**config.mk**
```make
export PLATFORM = sky130hd
export DESIGN_NAME = fifo_flags
export DESIGN_NICKNAME = d
export VERILOG_FILES = /design/src/rtl/fifo_flags.sv
export SDC_FILE = /design/constraint.sdc
export NUM_CORES = 1
export LEC_CHECK = 0
export CORE_AREA = 2 2 129 81
export CTS_CLUSTER_DIAMETER = 100
export DETAILED_ROUTE_END_ITERATION = 10
export DIE_AREA = 0 0 131 83
export HOLD_SLACK_MARGIN = 0.1
export PLACE_DENSITY = 0.82
export SYNTH_ARGS = -nofsm -noshare
export SYNTH_HDL_FRONTEND = slang
export SYNTH_SLANG_ARGS = --single-unit
```
**constraint.sdc**
```tcl
create_clock -name clk -period 6.32 [get_ports clk]
set_clock_uncertainty 0.1 [all_clocks]
set_input_delay 1.264 -clock clk [delete_from_list [all_inputs] [get_ports clk]]
set_output_delay 1.264 -clock clk [all_outputs]
set_load 0.05 [all_outputs]
```
**src/rtl/fifo_flags.sv**
```systemverilog
// Single-clock FIFO with selectable FWFT/registered read, programmable
// almost-full/almost-empty thresholds, occupancy count and sticky error flags.
module fifo_flags #(
   parameter int WIDTH    = 8,
   parameter int DEPTH    = 16,
   parameter int FWFT     = 1,
   parameter int AF_LEVEL = DEPTH - 2,
   parameter int AE_LEVEL = 2,
   parameter int CNT_W    = $clog2(DEPTH) + 1
) (
   input  logic             clk,
   input  logic             rst,
   input  logic             push,
   input  logic [WIDTH-1:0] wd,
   input  logic             pop,
   output logic [WIDTH-1:0] rd,
   output logic             rd_valid,
   output logic             full,
   output logic             empty,
   output logic             almost_full,
   output logic             almost_empty,
   output logic [CNT_W-1:0] count,
   output logic             overflow,
   output logic             underflow,
   input  logic             clr_err
);

   localparam int PTR_W = $clog2(DEPTH);
   localparam logic [CNT_W-1:0] DEPTH_C = CNT_W'(DEPTH);
   localparam logic [CNT_W-1:0] AF_C    = CNT_W'(AF_LEVEL);
   localparam logic [CNT_W-1:0] AE_C    = CNT_W'(AE_LEVEL);

   logic [WIDTH-1:0] mem [DEPTH];
   logic [PTR_W-1:0] wr_ptr;
   logic [PTR_W-1:0] rd_ptr;
   logic             push_ok;
   logic             pop_ok;
   logic [CNT_W-1:0] next_count;

   always_comb begin
      push_ok = push & ~full;
      pop_ok  = pop & ~empty;
      case ({push_ok, pop_ok})
         2'b10:   next_count = count + 1'b1;
         2'b01:   next_count = count - 1'b1;
         default: next_count = count;
      endcase
   end

   // Storage is deliberately left unreset.
   always_ff @(posedge clk) begin
      if (push_ok)
         mem[wr_ptr] <= wd;
   end

   always_ff @(posedge clk) begin
      if (rst) begin
         wr_ptr <= '0;
         rd_ptr <= '0;
      end else begin
         if (push_ok)
            wr_ptr <= wr_ptr + 1'b1;
         if (pop_ok)
            rd_ptr <= rd_ptr + 1'b1;
      end
   end

   // Flags are registered from the next count, so they never depend on push/pop combinationally.
   always_ff @(posedge clk) begin
      if (rst) begin
         count        <= '0;
         full         <= 1'b0;
         empty        <= 1'b1;
         almost_full  <= (AF_C == '0);
         almost_empty <= 1'b1;
      end else begin
         count        <= next_count;
         full         <= (next_count == DEPTH_C);
         empty        <= (next_count == '0);
         almost_full  <= (next_count >= AF_C);
         almost_empty <= (next_count <= AE_C);
      end
   end

   // A new error in the same cycle as clr_err wins.
   always_ff @(posedge clk) begin
      if (rst) begin
         overflow  <= 1'b0;
         underflow <= 1'b0;
      end else begin
         overflow  <= (overflow & ~clr_err) | (push & full);
         underflow <= (underflow & ~clr_err) | (pop & empty);
      end
   end

   generate
      if (FWFT != 0) begin : g_fwft
         assign rd       = mem[rd_ptr];
         assign rd_valid = ~empty;
      end else begin : g_reg
         logic [WIDTH-1:0] rd_q;
         logic             rd_valid_q;

         always_ff @(posedge clk) begin
            if (rst) begin
               rd_q       <= '0;
               rd_valid_q <= 1'b0;
            end else begin
               rd_valid_q <= pop_ok;
               if (pop_ok)
                  rd_q <= mem[rd_ptr];
            end
         end

         assign rd       = rd_q;
         assign rd_valid = rd_valid_q;
      end
   endgenerate

endmodule

```
==> results of run 1 <==
-- metrics by stage --
step	hold WS (ns)	cell area (um2)	setup WS, ns	instances
floorplan	0.372	5990	2.95	315
global placement	0.381	6450	1.94	472
detailed placement	0.400	6450	1.88	472
CTS	0.417	7050	1.41	504
global route	0.447	7050	1.30	504
finish	0.417	7050	1.47	504
-- synth_stat cells, drive strengths merged, types with 3 or more instances --
master / count / area [um2]
inv: 8 / 32.5
edfxtp: 128 / 3840
ha: 7 / 87.6
nand4: 3 / 18.8
nor3: 6 / 30.0
xor2: 5 / 43.8
buf: 7 / 45.0
dfxtp: 23 / 460
nand2b: 3 / 26.3
a21oi: 8 / 43.8
clkbuf: 9 / 33.8
o41ai: 3 / 33.8
nor2: 28 / 105
mux4: 40 / 901
xnor2: 3 / 26.3
nand2: 12 / 45.0
-- metal layers --
metal / track usage [%] / wire [um]
met5: 0 / 0
met4: 10.9 / 299
met3: 8.38 / 1570
met2: 35.0 / 5830
met1: 42.2 / 5590
-- layout make-up --
| type | count | area share, % |
|---|---|---|
| Sequential cell | 151 | 61.1 |
| Multi-Input combinational cell | 140 | 22.4 |
| Clock buffer | 23 | 7.70 |
| Timing Repair Buffer | 38 | 5.18 |
| Tap cell | 135 | 2.40 |
| Clock inverter | 9 | 0.799 |
| Inverter | 8 | 0.461 |
-- flip-flops by register name, summed over array words and instances, names as in the netlist, named ones only --
name / count
full: 1
rd_ptr: 4
almost_full: 1
count: 5
underflow: 1
overflow: 1
almost_empty: 1
wr_ptr: 4
mem: 128
empty: 1
-- cell usage in the layout, fill, tap and decap left out, types with 3 or more instances in the layout --
cell type / netlist / layout
ha_1: 7 / 7
a21oi_1: 7 / 7
xor2_1: 5 / 5
nand4_1: 3 / 3
nor3_1: 6 / 6
nor2_1: 28 / 28
clkbuf_16: 0 / 21
buf_4: 0 / 6
mux4_2: 40 / 40
inv_4: 1 / 4
clkinv_2: 0 / 4
xnor2_1: 3 / 3
dfxtp_1: 23 / 22
nand2_1: 12 / 12
clkdlybuf4s50_1: 0 / 32
inv_1: 6 / 6
edfxtp_1: 128 / 128
-- critical path, delay by kind of cell, from the launching register on --
family | cells | cell delay [ns]
buf+inv | 2 | 1.12
flops | 1 | 0.83
mux | 2 | 1.10
-- how the worst min path moves through the flow --
stage	from	endpoint	slack (ns)
after floorplan	rd_ptr[3]$_SDFFE_PP0P_	flip-flop	0.37
after global placement	overflow$_SDFF_PP0_	overflow$_SDFF_PP0_	0.38
after detailed placement	underflow$_SDFF_PP0_	underflow$_SDFF_PP0_	0.40
after CTS	rd_ptr[1]$_SDFFE_PP0P_	flip-flop	0.42
after global routing	rd_ptr[1]$_SDFFE_PP0P_	flip-flop	0.45
final	rd_ptr[1]$_SDFFE_PP0P_	flip-flop	0.42
-- cell families after synthesis --
group | after synthesis | synth area share, %
AOI/OAI and AO/OA | 25 | 3.49
xor gates and xnor gates | 8 | 1.17
adders and majority gates | 7 | 1.46
buffers and inverters | 24 | 1.86
DFF | 151 | 71.8
muxes | 42 | 15.4
and+or+nand+nor | 58 | 4.80
-- power by group --
group          internal [mW]  switching (mW)  leakage [nW]  total [mW]
Sequential              1.11          0.0502          1.34        1.16
Clock                  0.606           0.395         0.304        1.00
Combinational          0.202           0.278         0.639       0.480
Total                   1.92           0.723          2.29        2.64
==> results.py, run 1 <==
metrics = {
    "floorplanning": {
        "start_util_pct": 62.2,
        "die_w_um": 131,
        "fp.dieArea_mm2": 0.0109,
        "ios": 33,
        "die_height_um": 83,
        "fp.coreArea_mm2": 0.00963,
        "rows": 28,
    },
    "global_route": {
        "track_usage_pct": 26.8,
        "grt_pass1_wl_um": 20000,
        "antenna_found_initial": 0,
        "grt_pass1_vias": 3212,
        "overflow": 0,
        "grt_max_degree": 33,
    },
    "logic_synthesis": {
        "ys_seq_area_share_pct": 71.8,
        "synth-edff-count": 128,
        "syn_area_mm2": 0.00599,
        "yosysWarnings": 0,
        "ys_ff_latch": 151,
        "syn_nets": 335,
        "syn-instance-count": 315,
        "yosys.cell_types.count": 42,
        "ys_async_sr_fraction_pct": 0,
        "synthFlopType": "edfxtp_1",
        "avgSynthCellArea_um2": 19.0,
    },
    "worst_setup_path": {
        "rrSetupSlack_ns": 3.46,
        "crit_chain": "buf_4 > mux4_2 > mux4_2 > clkdlybuf4s50_1",
        "cp-endpoint": "rd[2]",
        "r2r-end": "empty$_SDFF_PP1_",
        "critPathSlowestCell": "dfxtp_2",
        "cp.arrival_ns": 3.49,
        "setup.worst_path.class": "flip-flop to primary output",
        "start_kind": "flip-flop",
        "reg2reg_depth": 10,
        "cp-end-kind": "primary output",
        "worstPathRequired_ns": 4.96,
        "worst-path-max-fanout": 21,
        "crit_top_cell": "mux4_2",
        "critPathMaxStageDelay_ns": 0.83,
        "r2r-start": "empty$_SDFF_PP1_",
    },
    "final_layout": {
        "num_antenna_cells": 0,
        "final_core_util_pct": 73.2,
        "area_growth_pct": 17.6,
        "n_fill_cell": 557,
        "regArea_mm2": 0.00431,
        "fin_nets": 376,
        "drive_gt1_share_pct": 24.7,
        "multi_input_area_mm2": 0.00158,
    },
    "drt": {
        "drtPass1Iterations": 5,
        "finalWirelength_um": 13300,
        "detail_route.wl_per_cell_um": 26.4,
        "viasPerCell": 6.43,
        "antenna_left": 0,
        "vias": 3239,
        "drc_errors": 0,
        "drtIter0Drc": 565,
    },
    "timing": {
        "slew_violations": 0,
        "rsz0062_at_grt": "false",
        "hold_viol_final": 0,
        "worst_pin_slew_ns": 1.28,
        "finalCritPeriodShare_pct": 76.8,
        "slew_headroom_pct": 14.6,
        "setup_tns_ns": 0,
        "min_period_ns": 4.85,
        "setup_viol": 0,
        "max_freq_mhz": 206,
    },
    "min_path": {
        "hold_path_class": "flip-flop to flip-flop",
        "whs_path_depth": 2,
    },
    "place": {
        "gp_congestion": 0.859,
        "dp_hpwl_um": 8130,
        "portBuffers": 32,
    },
    "clocking": {
        "clock_latency_ns": 0.42,
        "root_buffer": "clkbuf_16",
        "htreeDepth": 4,
        "cts_inserted_buffers": 17,
        "postCtsHoldBufs": 0,
        "clockBufferDepth": 2,
        "clock-sinks": 151,
        "tritoncts": "yes",
        "cts_resized": 0,
        "clkTransAtPathRegs_ns": 0.06,
        "cts_setup_buffers": 0,
    },
    "outcome": {
        "status": "finished clean",
    },
    "pwr": {
        "power_density_mw_per_mm2": 375,
        "total_power_mw": 2.64,
        "irDropWorstVdd_mv": 0.302,
        "leakage_nw": 2.29,
    },
    "run": {
        "cap_violations": 0,
    },
}
(Power assumes the default switching activity.)
==> run 2: changes to the inputs <==
==> config.mk (replaced) <==
export PLATFORM = sky130hd
export DESIGN_NAME = fifo_flags
export DESIGN_NICKNAME = d
export VERILOG_FILES = /design/src/rtl/fifo_flags.sv
export SDC_FILE = /design/constraint.sdc
export NUM_CORES = 1
export LEC_CHECK = 0
export CORE_AREA = 2 2 134 84
export CTS_CLUSTER_DIAMETER = 100
export DETAILED_ROUTE_END_ITERATION = 10
export DIE_AREA = 0 0 136 86
export HOLD_SLACK_MARGIN = 0.1
export PLACE_DENSITY = 0.77
export SYNTH_ARGS = -nofsm -noshare
export SYNTH_HDL_FRONTEND = slang
export SYNTH_SLANG_ARGS = --single-unit
==> constraint.sdc (replaced) <==
create_clock -name clk -period 5.1 [get_ports clk]
set_clock_uncertainty 0.1 [all_clocks]
set_input_delay 1.02 -clock clk [delete_from_list [all_inputs] [get_ports clk]]
set_output_delay 1.02 -clock clk [all_outputs]
set_load 0.05 [all_outputs]
==> run 2 against run 1 <==
Effect of this change:
- routed wire length is 10% lower
- core utilization is 5.7 points lower
- clock power is 17% higher
- die area is 7.6% higher
- critical path depth stayed put
- hold slack worse by 0.015 ns
- power is 21% higher
- setup slack worse by 0.60 ns
- sequential power is 22% higher
- global-route usage is 4.2 points lower
- final cell count stayed put
- first-iteration DRC count is 39% lower
- highest routed layer unchanged
==> results.py, run 2 (same netlist as run 1, synthesis figures left out) <==
metrics = {
    "outcome": {
        "status": "finished clean",
    },
    "worst_setup_path": {
        "worstPathRequired_ns": 3.98,
        "crit_chain": "buf_4 > mux4_2 > mux4_2 > clkdlybuf4s50_1",
        "worst-path-max-fanout": 32,
        "rrSetupSlack_ns": 2.34,
        "critPathSlowestCell": "clkdlybuf4s50_1",
        "crit_top_cell": "mux4_2",
        "cp.arrival_ns": 3.12,
        "setup.worst_path.class": "flip-flop to primary output",
        "critPathMaxStageDelay_ns": 0.72,
        "cp-end-kind": "primary output",
        "start_kind": "flip-flop",
    },
    "timing": {
        "hold_viol_final": 0,
        "hold_ws_ns": 0.401,
        "finalCritPeriodShare_pct": 83.1,
        "rsz0062_at_grt": "false",
        "worst_pin_slew_ns": 1.17,
        "timing.final.ws_setup_ns": 0.864,
        "setup_viol": 0,
        "slew_violations": 0,
        "min_period_ns": 4.24,
        "setup_tns_ns": 0,
        "slew_headroom_pct": 21.7,
        "max_freq_mhz": 236,
    },
    "global_route": {
        "antenna_found_initial": 1,
        "grt_max_degree": 33,
        "overflow": 0,
        "grt_pass1_wl_um": 18300,
        "track_usage_pct": 22.6,
        "grt_pass1_vias": 3027,
    },
    "drt": {
        "vias": 3037,
        "antenna_left": 0,
        "viasPerCell": 6.03,
        "drtPass1Iterations": 5,
        "drtIter0Drc": 342,
        "detail_route.wl_per_cell_um": 23.6,
        "finalWirelength_um": 11900,
        "drc_errors": 0,
    },
    "floorplanning": {
        "ios": 33,
        "die_w_um": 136,
        "fp.coreArea_mm2": 0.0104,
        "start_util_pct": 57.8,
        "die_height_um": 86,
        "rows": 29,
        "fp.dieArea_mm2": 0.0117,
    },
    "clocking": {
        "root_buffer": "clkbuf_16",
        "cts_setup_buffers": 0,
        "htreeDepth": 4,
        "cts_inserted_buffers": 17,
        "clock-sinks": 151,
        "tritoncts": "yes",
        "clockBufferDepth": 2,
        "cts_resized": 0,
        "clock_latency_ns": 0.42,
        "postCtsHoldBufs": 0,
        "clkTransAtPathRegs_ns": 0.06,
    },
    "place": {
        "portBuffers": 32,
        "post_dp_cell_area_mm2": 0.00645,
        "post-place-ws_ns": 1.27,
        "dp_hpwl_um": 7470,
        "gp_congestion": 0.835,
    },
    "final_layout": {
        "final_common_cell": "edfxtp_1",
        "fin_nets": 372,
        "area_growth_pct": 16.9,
        "largest-register": "mem",
        "multi_input_area_mm2": 0.00160,
        "largest_register_ffs": 128,
        "top_regs": "mem x128, count x5",
        "design_area_mm2": 0.00701,
        "n_fill_cell": 671,
        "regArea_mm2": 0.00431,
        "layout_common_cells": "edfxtp_1 (128), mux4_2 (40), clkdlybuf4s50_1 (32), nor2_1 (28), dfxtp_1 (22)",
        "drive_gt1_share_pct": 25.2,
        "num_antenna_cells": 0,
    },
    "run": {
        "cap_violations": 0,
    },
    "pwr": {
        "power_density_mw_per_mm2": 456,
        "leakage_nw": 2.25,
        "irDropWorstVdd_mv": 0.321,
        "total_power_mw": 3.19,
    },
    "min_path": {
        "hold_path_class": "flip-flop to flip-flop",
    },
}
run 2: cell types whose count changed in the layout (fill, tap and decap cells not counted):
| cell | previous run | this run |
|---|---|---|
| buf_4 | 6 | 2 |
| clkbuf_1 | 1 | 0 |
| clkbuf_16 | 21 | 17 |
| clkbuf_8 | 1 | 0 |
| clkinv_2 | 4 | 0 |
| clkinv_4 | 2 | 4 |
| clkinvlp_4 | 0 | 2 |
| inv_4 | 4 | 1 |
| inv_6 | 0 | 7 |
| inv_8 | 0 | 2 |
| nor3_1 | 6 | 2 |
| nor3_2 | 0 | 4 |
run 2: final cells by class:
cell class | instances | share of cell area [%]
timing repair buffer | 34 | 4.79
clock buffer | 17 | 6.07
clock inverter | 15 | 1.91
sequential | 151 | 61.5
tap | 139 | 2.48
inverter | 8 | 0.464
multi-input combinational | 140 | 22.8
run 2: path summary, 6_finish.rpt:
| check | startpoint | cells after the start | endpoint |
|---|---|---|---|
| max | flip-flop | 4 | rd[1] |
| min | underflow$_SDFF_PP0_ | 2 | underflow$_SDFF_PP0_ |
| max reg2reg | full$_SDFF_PP0_ | 10 | full$_SDFF_PP0_ |
| min reg2reg | underflow$_SDFF_PP0_ | 2 | underflow$_SDFF_PP0_ |
run 2: critical path, delay by kind of cell (launching register included):
family,cells,cell delay (ns)
muxes,2,1.12
DFF,1,0.31
buffers and inverters,2,1.22
run 2: metal layers:
layer / global-route usage [%] / routed length [um]
met1: 33.8 / 5450
met2: 31.0 / 5160
met3: 8.63 / 1170
met4: 7.20 / 128
met5: 0 / 0
run 2: report_power, final:
part | internal [mW] | total (mW) | switching (mW)
sequential | 1.38 | 1.41 | 0.0326
combinational | 0.247 | 0.605 | 0.358
clock | 0.642 | 1.17 | 0.532
total | 2.27 | 3.19 | 0.923
run 2: stage by stage:
stage	cells	util [%]
after floorplan	315	-
after detailed placement	472	62.1
after global routing	504	67.5
after CTS	504	67.5
after global placement	472	62.1
final	504	67.5
==> run 3: changes to the inputs <==
==> constraint.sdc (replaced) <==
create_clock -name clk -period 4.1 [get_ports clk]
set_clock_uncertainty 0.1 [all_clocks]
set_input_delay 0.82 -clock clk [delete_from_list [all_inputs] [get_ports clk]]
set_output_delay 0.82 -clock clk [all_outputs]
set_load 0.05 [all_outputs]
==> run 3 against run 2 <==
Effect of this change:
- power increased by 27%
- flip-flop and latch count unchanged
- sequential power increased by 26%
- core utilization increased by 1.4 points
- via count increased by 2.3%
- sequential share of layout area decreased by 1.3 points
- die area unchanged
- cell area increased by 2.1%
- final cell count increased by 3.4%
- count of clock-buffer cells in the layout increased by 1
==> results.py, run 3 (same netlist as run 1, synthesis figures left out) <==
metrics = {
    "place": {
        "dp_cells": 489,
        "portBuffers": 32,
        "post_dp_cell_area_mm2": 0.00657,
        "dp_hpwl_um": 7580,
        "gp_congestion": 0.773,
        "post-place-ws_ns": 0.406,
    },
    "clocking": {
        "cts_inserted_buffers": 17,
        "cts_resized": 0,
        "htreeDepth": 4,
        "clkTransAtPathRegs_ns": 0.06,
        "root_buffer": "clkbuf_16",
        "cts_setup_buffers": 0,
        "postCtsHoldBufs": 0,
        "clock-sinks": 151,
        "tritoncts": "yes",
        "clock_latency_ns": 0.41,
        "clockBufferDepth": 2,
    },
    "worst_setup_path": {
        "reg2reg_depth": 9,
        "critPathSlowestCell": "clkdlybuf4s50_1",
        "cp.depth": 4,
        "cp_top_family": "multiplexers",
        "critPathBufInv": 2,
        "cp.arrival_ns": 3.01,
        "setup.worst_path.class": "flip-flop to primary output",
        "worst-path-max-fanout": 27,
        "cp-end-kind": "primary output",
        "worstPathRequired_ns": 3.18,
        "crit_top_cell": "mux4_2",
        "start_kind": "flip-flop",
        "crit_chain": "buf_12 > mux4_2 > mux4_2 > clkdlybuf4s50_1",
        "r2r-start": "empty$_SDFF_PP1_",
        "critPathMaxStageDelay_ns": 0.73,
    },
    "floorplanning": {
        "rows": 29,
        "die_w_um": 136,
        "fp.coreArea_mm2": 0.0104,
        "fp.dieArea_mm2": 0.0117,
        "die_height_um": 86,
        "ios": 33,
        "start_util_pct": 57.8,
    },
    "timing": {
        "max_freq_mhz": 255,
        "finalCritPeriodShare_pct": 95.8,
        "min_period_ns": 3.93,
        "setup_viol": 0,
        "slew_violations": 0,
        "setup_tns_ns": 0,
        "hold_viol_final": 0,
        "hold_ws_ns": 0.402,
        "slew_headroom_pct": 46.0,
        "rsz0062_at_grt": "false",
        "timing.final.ws_setup_ns": 0.172,
        "worst_pin_slew_ns": 0.807,
    },
    "drt": {
        "drc_errors": 0,
        "vias": 3108,
        "viasPerCell": 5.97,
        "drtIter0Drc": 411,
        "antenna_left": 0,
        "detail_route.wl_per_cell_um": 22.8,
        "drtPass1Iterations": 6,
        "finalWirelength_um": 11900,
    },
    "run": {
        "cap_violations": 0,
    },
    "pwr": {
        "power_density_mw_per_mm2": 568,
        "irDropWorstVdd_mv": 0.348,
        "leakage_nw": 2.33,
        "total_power_mw": 4.06,
    },
    "global_route": {
        "overflow": 0,
        "grt_pass1_vias": 3101,
        "antenna_found_initial": 0,
        "grt_max_degree": 33,
        "grt_pass1_wl_um": 18600,
        "track_usage_pct": 22.8,
    },
    "min_path": {
        "whs_path_depth": 2,
        "min_from": "underflow$_SDFF_PP0_",
        "hold_path_class": "flip-flop to flip-flop",
    },
    "final_layout": {
        "fin_nets": 389,
        "largest_register_ffs": 128,
        "final_core_util_pct": 68.9,
        "area_growth_pct": 19.3,
        "fin_cells": 521,
        "top_regs": "mem x128, count x5",
        "layout_common_cells": "edfxtp_1 (128), mux4_2 (40), clkdlybuf4s50_1 (32), nor2_1 (28), dfxtp_1 (22)",
        "final_common_cell": "edfxtp_1",
        "num_antenna_cells": 0,
        "drive_gt1_share_pct": 26.4,
        "design_area_mm2": 0.00715,
        "largest-register": "mem",
    },
    "outcome": {
        "status": "finished clean",
    },
}
[run 3: worst register-to-register path, cell delays in order, from the launching register on]
cell and delay, ns:
dfxtp_1 0.33, nand2b_4 0.17, inv_2 0.19, nand2_1 0.10, xnor2_1 0.14, ha_1 0.22
a21oi_1 0.27, mux2i_2 0.15, o41a_1 0.48, o41ai_1 0.47
[run 3: metal layers]
metal  track usage (%)  vias up  part of all wire, %
met5                 0        -                    0
met4              6.82        0                  1.1
met3              6.38       14                  9.3
met2              31.3      145                   44
met1              35.8     1575                   46
li1                  -     1374                    -
[run 3: power by group]
part | internal (mW) | leakage [nW] | switching (mW)
Sequential | 1.72 | 1.34 | 0.0500
Combinational | 0.319 | 0.713 | 0.441
Clock | 0.949 | 0.271 | 0.584
Total | 2.98 | 2.33 | 1.08
[run 3: path summary, 6_finish.rpt]
kind / end / slack (ns)
worst max-delay path: rd[1] / 0.17
worst min-delay path: underflow$_SDFF_PP0_ / 0.40
worst max register to register: empty$_SDFF_PP1_ / 1.34
worst min register to register: underflow$_SDFF_PP0_ / 0.40
[run 3: cell type report]
type                    count  area [um2]
fillers                   661        3220
clock buffers              18         429
repair buffers             51         475
flip-flops and latches    151        4310
inverters                   8        32.5
multi-input cells         140        1580
clock inverters            14         158
well taps                 139         174
